**src/rtl/regfile_pkg.sv**
```systemverilog
// Shared types and helpers for the multi-read-port register file.
package regfile_pkg;

  typedef enum logic {
    ST_CLEAR,
    ST_RUN
  } state_t;

  function automatic int unsigned depth_of(input int unsigned addr_w);
    return 32'd1 << addr_w;
  endfunction

endpackage

```
**src/rtl/regfile_rd_port.sv**
```systemverilog
// One read mux: ready mask, hardwired-zero rule, optional write bypass.
module regfile_rd_port
  import regfile_pkg::*;
#(
  parameter int unsigned DATA_W   = 32,
  parameter int unsigned ADDR_W   = 5,
  parameter int unsigned BYPASS   = 1,
  parameter int unsigned ZERO_REG = 1
) (
  input  logic              ready,
  input  logic [ADDR_W-1:0] addr,
  input  logic [DATA_W-1:0] stored,
  input  logic              wr_commit,
  input  logic [ADDR_W-1:0] wr_addr,
  input  logic [DATA_W-1:0] wr_data,
  output logic [DATA_W-1:0] data
);

  always_comb begin
    data = stored;
    if (!ready)
      data = '0;
    else if (ZERO_REG != 0 && addr == '0)
      data = '0;
    else if (BYPASS != 0 && wr_commit && wr_addr == addr)
      data = wr_data;
  end

endmodule

```
**src/rtl/regfile_mp.sv**
```systemverilog
// Parametrised register file with reset-time clearing sweep, N read ports and a debug port.
module regfile_mp
  import regfile_pkg::*;
#(
  parameter int unsigned DATA_W   = 32,
  parameter int unsigned ADDR_W   = 5,
  parameter int unsigned NUM_RD   = 2,
  parameter int unsigned BYPASS   = 1,
  parameter int unsigned ZERO_REG = 1
) (
  input  logic                     clk,
  input  logic                     startin,
  input  logic [NUM_RD*ADDR_W-1:0] rd_addr,
  output logic [NUM_RD*DATA_W-1:0] rd_data,
  input  logic                     wr_en,
  input  logic [ADDR_W-1:0]        wr_addr,
  input  logic [DATA_W-1:0]        wr_data,
  input  logic [ADDR_W-1:0]        dbg_addr,
  output logic [DATA_W-1:0]        dbg_data,
  output logic                     ready,
  output logic                     clr_done
);

  localparam int unsigned DEPTH = depth_of(ADDR_W);

  state_t            state, state_nx;
  logic [ADDR_W-1:0] ptr, ptr_nx;
  logic              clr_done_nx;
  logic              wr_commit;
  logic              mem_we;
  logic [ADDR_W-1:0] mem_wa;
  logic [DATA_W-1:0] mem_wd;

  // No reset on storage: the sweep zeroes it so it can map onto RAM.
  logic [DATA_W-1:0] mem [DEPTH];

  assign ready = (state == ST_RUN);

  always_comb begin
    state_nx    = state;
    ptr_nx      = ptr;
    clr_done_nx = 1'b0;
    mem_we      = 1'b0;
    mem_wa      = wr_addr;
    mem_wd      = wr_data;
    wr_commit   = (state == ST_RUN) && !startin && wr_en &&
                  !(ZERO_REG != 0 && wr_addr == '0);
    if (!startin) begin
      case (state)
        ST_CLEAR: begin
          mem_we = 1'b1;
          mem_wa = ptr;
          mem_wd = '0;
          ptr_nx = ptr + 1'b1;
          if (ptr == '1) begin
            state_nx    = ST_RUN;
            clr_done_nx = 1'b1;
          end
        end
        ST_RUN: mem_we = wr_commit;
        default: state_nx = ST_CLEAR;
      endcase
    end
  end

  always_ff @(posedge clk) begin
    if (startin) begin
      state    <= ST_CLEAR;
      ptr      <= '0;
      clr_done <= 1'b0;
    end else begin
      state    <= state_nx;
      ptr      <= ptr_nx;
      clr_done <= clr_done_nx;
    end
  end

  always_ff @(posedge clk) begin
    if (mem_we)
      mem[mem_wa] <= mem_wd;
  end

  for (genvar i = 0; i < NUM_RD; i++) begin : g_rd
    regfile_rd_port #(
      .DATA_W  (DATA_W),
      .ADDR_W  (ADDR_W),
      .BYPASS  (BYPASS),
      .ZERO_REG(ZERO_REG)
    ) u_rd (
      .ready    (ready),
      .addr     (rd_addr[i*ADDR_W +: ADDR_W]),
      .stored   (mem[rd_addr[i*ADDR_W +: ADDR_W]]),
      .wr_commit(wr_commit),
      .wr_addr  (wr_addr),
      .wr_data  (wr_data),
      .data     (rd_data[i*DATA_W +: DATA_W])
    );
  end

  regfile_rd_port #(
    .DATA_W  (DATA_W),
    .ADDR_W  (ADDR_W),
    .BYPASS  (0),
    .ZERO_REG(ZERO_REG)
  ) u_dbg (
    .ready    (ready),
    .addr     (dbg_addr),
    .stored   (mem[dbg_addr]),
    .wr_commit(wr_commit),
    .wr_addr  (wr_addr),
    .wr_data  (wr_data),
    .data     (dbg_data)
  );

endmodule

```
**config.mk**
```make
export PLATFORM = sky130hd
export DESIGN_NAME = regfile_mp
export DESIGN_NICKNAME = d
export VERILOG_FILES = /design/src/rtl/regfile_pkg.sv /design/src/rtl/regfile_rd_port.sv /design/src/rtl/regfile_mp.sv
export SDC_FILE = /design/constraint.sdc
export NUM_CORES = 2
export LEC_CHECK = 0
export CORE_ASPECT_RATIO = 0.75
export CORE_MARGIN = 2
export CORE_UTILIZATION = 40
export CTS_CLUSTER_DIAMETER = 50
export DETAILED_ROUTE_END_ITERATION = 12
export PLACE_DENSITY = 0.61
export SLEW_MARGIN = 20
export SYNTH_ARGS = -nofsm -noshare
export SYNTH_HDL_FRONTEND = slang
export SYNTH_HIERARCHICAL = 1
export SYNTH_SLANG_ARGS = --single-unit
```
**constraint.sdc**
```tcl
create_clock -name clk -period 3.2 [get_ports clk]
set_clock_uncertainty 0.1 [all_clocks]
set_input_delay 0.64 -clock clk [delete_from_list [all_inputs] [get_ports clk]]
set_output_delay 0.64 -clock clk [all_outputs]
set_load 0.005 [all_outputs]
```
Yosys cells after proc, flatten, opt, wreduce, memory -nomap -nowiden:

Memories as Yosys holds them, arrays and structs flattened.
Cells that the tools add are included.
W data, S select, Z words.

* register bits after elaboration: 7
* memory bits (writable): 1024
* bits of input ports: 55
* output and inout port bits: 98
* word-level logic and storage cells: 39
* memories kept: 1

* $add $sub $neg: 1
* equal/unequal tests: 3
* multiplexer cells: 18
* bitwise operators: 1
* reductions and logical operators: 12

Memory list
* mem: depth 32, width 32, read ports 3, clocked after memory_dff 0, wr ports 1, line regfile_mp.sv:35 `logic [DATA_W-1:0] mem [DEPTH];`

Operator list (number)
* $mux W32: 10
* $logic_not A5 Y1: 4
* $eq A5 B5 Y1: 2
* $mux W5: 2
* $add A5 B1 Y5 const B: 1
* $eq A5 B5 Y1 const B: 1
* $logic_and A1 B1 Y1: 5
* $mux W1: 5
* $logic_not A1 Y1: 2
* $pmux W1 S2: 1
* $reduce_or A2 Y1: 1
* $not A1 Y1: 1

Longest topological paths before layout:

* depth after elaboration: 8
* mapped depth: 10
* depth with buffers taken out: 7

Hierarchy:

The synthesis kept the hierarchy.

Modules (own cells, without submodules)
* regfile_mp: times used 1, cells each 4631, area an instance 58203.3 um^2, sequential area each 30889.6 um^2
* regfile_rd_port at g_rd[0].u_rd ...: times used 2, cells each 123, area an instance 720.7 um^2, sequential area each 0.0 um^2
* regfile_rd_port at u_dbg: times used 1, cells each 75, area an instance 372.9 um^2, sequential area each 0.0 um^2

Least setup slack after synthesis:

No wires, ideal clock.

* kind: input port to flip-flop
* start: in startin
* end: mem mem[13][0], enable pin
* library setup time: 0.421 ns
* arrival time: 2.974 ns
* data required time: 2.679 ns
* slack: -0.295 ns
* stages on the path: 7
* buffers on the path: 3
* cells stage by stage: buf_2 or2_1 buf_2 mux2i_1 nand2b_1 buf_4 nor2_1

* longest elaborated chain between the ends: 8
* elaborated cells between the ends (all ways): 9
* classes of those cells: 5 x mux; 4 x reduce/logical

Ends and longest elaborated chain
* start: declaration: line regfile_mp.sv:12 `input logic startin,`
* $logic_not A1 Y1
* $logic_and A1 B1 Y1 (3 in series): line regfile_mp.sv:46 `wr_commit = (state == ST_RUN) && !startin && wr_en &&`
* $pmux W1 S2: line regfile_mp.sv:49 `case (state)`
* $mux W1: line regfile_mp.sv:48 `if (!startin) begin`
* $mux W1: line regfile_mp.sv:79 `if (mem_we)`
* $mux W1 (implied by the code): line regfile_mp.sv:80 `mem[mem_wa] <= mem_wd;`
* end: declaration: line regfile_mp.sv:35

Several ways; a longest one is shown, not always the timed one.

Final worst setup path:

* start: in wr_addr[2]
* end: out rd_data[49]

* longest elaborated chain between the ends: 7
* elaborated cells between the ends (all ways): 8
* classes of those cells: 1 x eq/ne; 3 x mux; 4 x reduce/logical

Ends and longest elaborated chain
* start: declaration: line regfile_mp.sv:16 `input logic [ADDR_W-1:0] wr_addr,`
* $logic_not A5 Y1: line regfile_mp.sv:47 `!(ZERO_REG != 0 && wr_addr == '0);`
* $logic_not A1 Y1: line regfile_mp.sv:47
* $logic_and A1 B1 Y1: line regfile_mp.sv:46
* net wr_commit: line regfile_mp.sv:29 `logic wr_commit;`
* $logic_and A1 B1 Y1: line regfile_rd_port.sv:25 `else if (BYPASS != 0 && wr_commit && wr_addr == addr)`
* $mux W32: line regfile_rd_port.sv:25
* $mux W32: line regfile_rd_port.sv:23 `else if (ZERO_REG != 0 && addr == '0)`
* $mux W32: line regfile_rd_port.sv:21 `if (!ready)`
* end: declaration: line regfile_mp.sv:14 `output logic [NUM_RD*DATA_W-1:0] rd_data,`

The timed path passes the listed nets, and every way through them passes these cells.

==> impl_results.html <==
<table>
<tr><th>Metric</th><th>Value</th></tr>
<tr><th colspan="2">Status</th></tr>
<tr><td>Status</td><td>complete, but fails checks</td></tr>
<tr><td>Violations in the final reports</td><td>setup timing</td></tr>
<tr><th colspan="2">Setup path</th></tr>
<tr><td>Worst Setup SP</td><td>wr_addr[2]</td></tr>
<tr><td>Destination of the worst register-to-register timing path</td><td>mem[13][23]</td></tr>
<tr><td>Maximum fanout along the worst path</td><td>6</td></tr>
<tr><td>Crit Path Class</td><td>primary input to primary output</td></tr>
<tr><td>Startpoint Class</td><td>primary input</td></tr>
<tr><td>Depth of the most critical reg-to-reg path</td><td>9</td></tr>
<tr><td>Required time at the endpoint of the critical path</td><td>about 2.5 ns</td></tr>
<tr><td>Worst path arrival time</td><td>2.59 ns</td></tr>
<tr><td>Startpoint of the lowest-slack register-to-register path</td><td>ready</td></tr>
<tr><td>Crit. End Element</td><td>primary output</td></tr>
<tr><td>Setup slack, reg-to-reg</td><td>~0.11 ns</td></tr>
<tr><th colspan="2">STA</th></tr>
<tr><td>Worst-Margin Slew</td><td>~0.7 ns</td></tr>
<tr><td>Worst hold margin</td><td>between 0.4 and 0.5 ns</td></tr>
<tr><td>Minimum clock period after layout</td><td>approximately 3.3 ns</td></tr>
<tr><td>Top achievable clock speed</td><td>around 300 MHz</td></tr>
<tr><td>Period utilization</td><td>104.2%</td></tr>
<tr><td>Sum of negative setup slack</td><td>-2.991 ns</td></tr>
<tr><td>Count of final max-slew check failures</td><td>0</td></tr>
<tr><td>Unrepaired setup endpoints after global routing</td><td>yes</td></tr>
<tr><td>Final count of negative-setup-slack endpoints</td><td>54</td></tr>
<tr><td>Total count of hold-check failures in the final report</td><td>0</td></tr>
<tr><td>Final WS setup</td><td>-0.1339 ns</td></tr>
<tr><td>Worst slew slack as a fraction of its limit</td><td>53.89%</td></tr>
<tr><th colspan="2">Hold path</th></tr>
<tr><td>End point of the worst hold path</td><td>ptr[4]</td></tr>
<tr><td>Worst Hold Depth</td><td>2</td></tr>
<tr><td>Worst Hold Launch</td><td>ptr[4]</td></tr>
<tr><td>Classification of the worst-slack hold path</td><td>register to register</td></tr>
<tr><th colspan="2">Synth</th></tr>
<tr><td>Number of instances in the synthesized netlist</td><td>4,952</td></tr>
<tr><td>Dominant cell by count in the synthesized netlist</td><td>mux2i_1</td></tr>
<tr><td>Post-synthesis sequential area ratio</td><td>51.47%</td></tr>
<tr><td>Distinct cells, synth</td><td>42</td></tr>
<tr><td>Cell area after technology mapping</td><td>roughly 60,000 um^2</td></tr>
<tr><td>Main flop type after synthesis</td><td>edfxtp_1</td></tr>
<tr><td>Register bit count reported by yosys</td><td>about 1,000</td></tr>
<tr><td>Synth top area cells</td><td>edfxtp_1, mux2i_1, a22oi_1</td></tr>
<tr><td>Synth top area share</td><td>51.23%</td></tr>
<tr><td>Mapped Nets</td><td>between 5,000 and 6,000</td></tr>
<tr><td>Mean Syn Cell Area</td><td>around 12 um^2</td></tr>
<tr><td>Area leader, netlist</td><td>edfxtp_1</td></tr>
<tr><td>Number of flops mapped to enable cells by yosys</td><td>a little over 1,000</td></tr>
<tr><td>Async set-or-reset flop fraction in the synthesized netlist</td><td>0%</td></tr>
<tr><td>Warnings, synthesis</td><td>6</td></tr>
<tr><td>List of most frequent post-synthesis cells</td><td>mux2i_1, edfxtp_1, nand2_1</td></tr>
<tr><th colspan="2">Power and ir drop</th></tr>
<tr><td>Power per standard cell area</td><td>~430 nW/um^2</td></tr>
<tr><td>Total power</td><td>0.03419 W</td></tr>
<tr><td>Static leakage power</td><td>~32 nW</td></tr>
<tr><td>Maximum VDD drop</td><td>between 0.4 and 0.5 mV</td></tr>
<tr><th colspan="2">Clock network</th></tr>
<tr><td>Root Buffer Master</td><td>clkbuf_16</td></tr>
<tr><td>Number of buffers created by CTS</td><td>110</td></tr>
<tr><td>Clock latency at the later pin of the worst-skew pair</td><td>approximately 0.73 ns</td></tr>
<tr><td># hold bufs at CTS</td><td>0</td></tr>
<tr><td>CTS Sinks</td><td>1,031</td></tr>
<tr><td>Clk slew on worst S/H paths</td><td>about 0.060 ns</td></tr>
<tr><td>Maximum root-to-sink buffer count</td><td>3</td></tr>
<tr><td>CTS tree</td><td>done</td></tr>
<tr><td>H-tree levels</td><td>3</td></tr>
<tr><th colspan="2">Floorplan</th></tr>
<tr><td>Initial core utilization</td><td>40.16%</td></tr>
<tr><td>Boundary pin count</td><td>between 150 and 200</td></tr>
<tr><td>Core area</td><td>149,400 um^2</td></tr>
<tr><td>Die width</td><td>between 400 and 500 um</td></tr>
<tr><td>Standard-cell rows</td><td>123</td></tr>
<tr><td>Height of the chip</td><td>~340 um</td></tr>
<tr><td>Full die area</td><td>153,200 um^2</td></tr>
<tr><th colspan="2">Routing</th></tr>
<tr><td>Number of detailed-routing iterations run before antenna repair</td><td>6</td></tr>
<tr><td>Routed WL</td><td>~260,000 um</td></tr>
<tr><td>Post-DR wirelength/cell</td><td>between 30 and 40 um</td></tr>
<tr><td>Number of vias per cell</td><td>roughly 6.4</td></tr>
<tr><td>DRC violations left</td><td>0</td></tr>
<tr><td>Iter 0 DRT Violations</td><td>approximately 7,600</td></tr>
<tr><td>Final ANT Viol Nets</td><td>0</td></tr>
<tr><td>Number of vias after detailed routing</td><td>around 51,000</td></tr>
<tr><th colspan="2">Cells and area</th></tr>
<tr><td>Fraction of final layout cells with drive strength greater than 1</td><td>28.15%</td></tr>
<tr><td># nets final</td><td>just under 6,000</td></tr>
<tr><td>Number of fillers in the final layout</td><td>~12,000</td></tr>
<tr><td>Layout-stage area growth over the synthesis result</td><td>32.42%</td></tr>
<tr><th colspan="2">GRT</th></tr>
<tr><td>Aggregate global routing overflow</td><td>0</td></tr>
<tr><td>Overall track demand over capacity in global routing</td><td>approximately 33%</td></tr>
<tr><td>Global-route wire length before repair</td><td>363,500 um</td></tr>
<tr><td>Maximum number of pins on one net before global-route repair</td><td>38</td></tr>
<tr><td>Number of antenna violations at the first check in global routing</td><td>8</td></tr>
<tr><td>Vias in the first global route</td><td>between 40,000 and 50,000</td></tr>
<tr><th colspan="2">Place</th></tr>
<tr><td>Final HPWL DP</td><td>between 150,000 and 200,000 um</td></tr>
<tr><td>Gp weighted congestion</td><td>approximately 0.96</td></tr>
<tr><td>Count of buffers from port buffering</td><td>~150</td></tr>
<tr><th colspan="2">Job</th></tr>
<tr><td>Number of max-cap violations</td><td>0</td></tr>
</table>
-- final cells by class --
class                      count  area, um^2  area share (%)
antenna                        3       7.507        0.009446
clock buffer                 121        2836           3.569
clock inverter                87       875.8           1.102
inverter                       3       11.26         0.01417
multi-input combinational   3489       28450           35.80
sequential                  1031       30890           38.87
tap                         2000        2502           3.149
timing repair buffer        1145       13900           17.49
-- power breakdown --
part	internal [W]	switching [W]	total, W
logic	0.00245	0.00320	0.00565
clock network	0.00752	0.00596	0.0135
registers	0.0150	0.0000822	0.0151
-- critical path, cell delays in order --
cell and delay [ns]:
buf_6 0.09, or4_4 0.53, o2111ai_4 0.21, inv_2 0.06, and2_4 0.14, and2_4 0.23
buf_16 0.21, buf_12 0.16, o21ai_2 0.14, buf_2 0.14
-- worst max-delay path by stage --
| stage | cells after the start | endpoint | slack [ns] |
|---|---|---|---|
| global route | 10 | rd_data[48] | -0.17 |
| global placement | 11 | rd_data[41] | -1.08 |
| finish | 10 | rd_data[49] | -0.13 |
| floorplan | 7 | mem[13][0] | -0.29 |
| detailed placement | 11 | rd_data[41] | -1.09 |
| CTS | 10 | rd_data[51] | -0.13 |
-- layout by cell type (no fill, tap or decap), types with 8 or more instances in the layout --
cell type / instances
a31oi_1: 67
o21ai_2: 48
clkinv_1: 15
a21oi_1: 289
clkbuf_2: 12
clkinv_4: 8
buf_6: 91
clkbuf_16: 121
buf_2: 85
and2_1: 33
nor3_2: 58
clkinv_2: 27
o21ai_4: 16
buf_16: 37
nand2_2: 30
a21oi_2: 32
buf_12: 299
buf_4: 538
nor3_1: 33
nand3_1: 249
clkbuf_1: 9
nand4_1: 64
a31oi_2: 24
bufbuf_16: 12
edfxtp_1: 1024
nor2_1: 8
buf_8: 21
bufinv_16: 13
nand3_2: 38
inv_6: 10
mux2i_1: 1534
clkdlybuf4s50_1: 36
nor2_4: 35
nand2_1: 365
a22o_1: 192
a22oi_1: 267
a22oi_2: 21
-- state kept, by name, indices dropped and copies added, names as in the netlist --
| signal | flops |
|---|---|
| clr_done | 1 |
| mem | 1024 |
| ptr | 5 |
| ready | 1 |
-- cells by family after synthesis --
family / count (synthesis) / synth area share (%)
multiplexers: 1541 / 25.70
flip-flops: 1031 / 51.47
buffers and inverters: 432 / 4.388
adder cells (fa/ha/maj): 2 / 0.04169
AND/OR/NAND/NOR: 964 / 7.495
AO/OA/AOI/OAI: 969 / 10.72
XOR/XNOR: 13 / 0.1897
-- metal layers --
layer | GRT usage, % | share of wire [%] | vias to the layer above
li1 | - | - | 21050
met1 | 46.12 | 40 | 25330
met2 | 47.42 | 41 | 3691
met3 | 9.472 | 13 | 729
met4 | 14.17 | 5.1 | 6
met5 | 0.5515 | 0.066 | -
-- metrics by stage --
step / utilization, % / setup WS, ns / std cells / instance area (um^2)
after global placement: 47.59 / -1.077 / 7452 / 71120
final: 53.18 / -0.1339 / 7879 / 79470
after CTS: 52.59 / -0.1333 / 7829 / 78590
after detailed placement: 47.59 / -1.091 / 7452 / 71120
after floorplan: - / -0.2950 / 4952 / 60020
after global routing: 53.18 / -0.1743 / 7876 / 79470
-- what timing repair did --
item                       CTS  global route
setup endpoints to repair   96            93
gates cloned                30             9
hold endpoints to repair     0             0
buffers inserted           146            53
pin swaps                  194           121
gates resized for setup    836           147
Power figures use the tool's default switching activity.
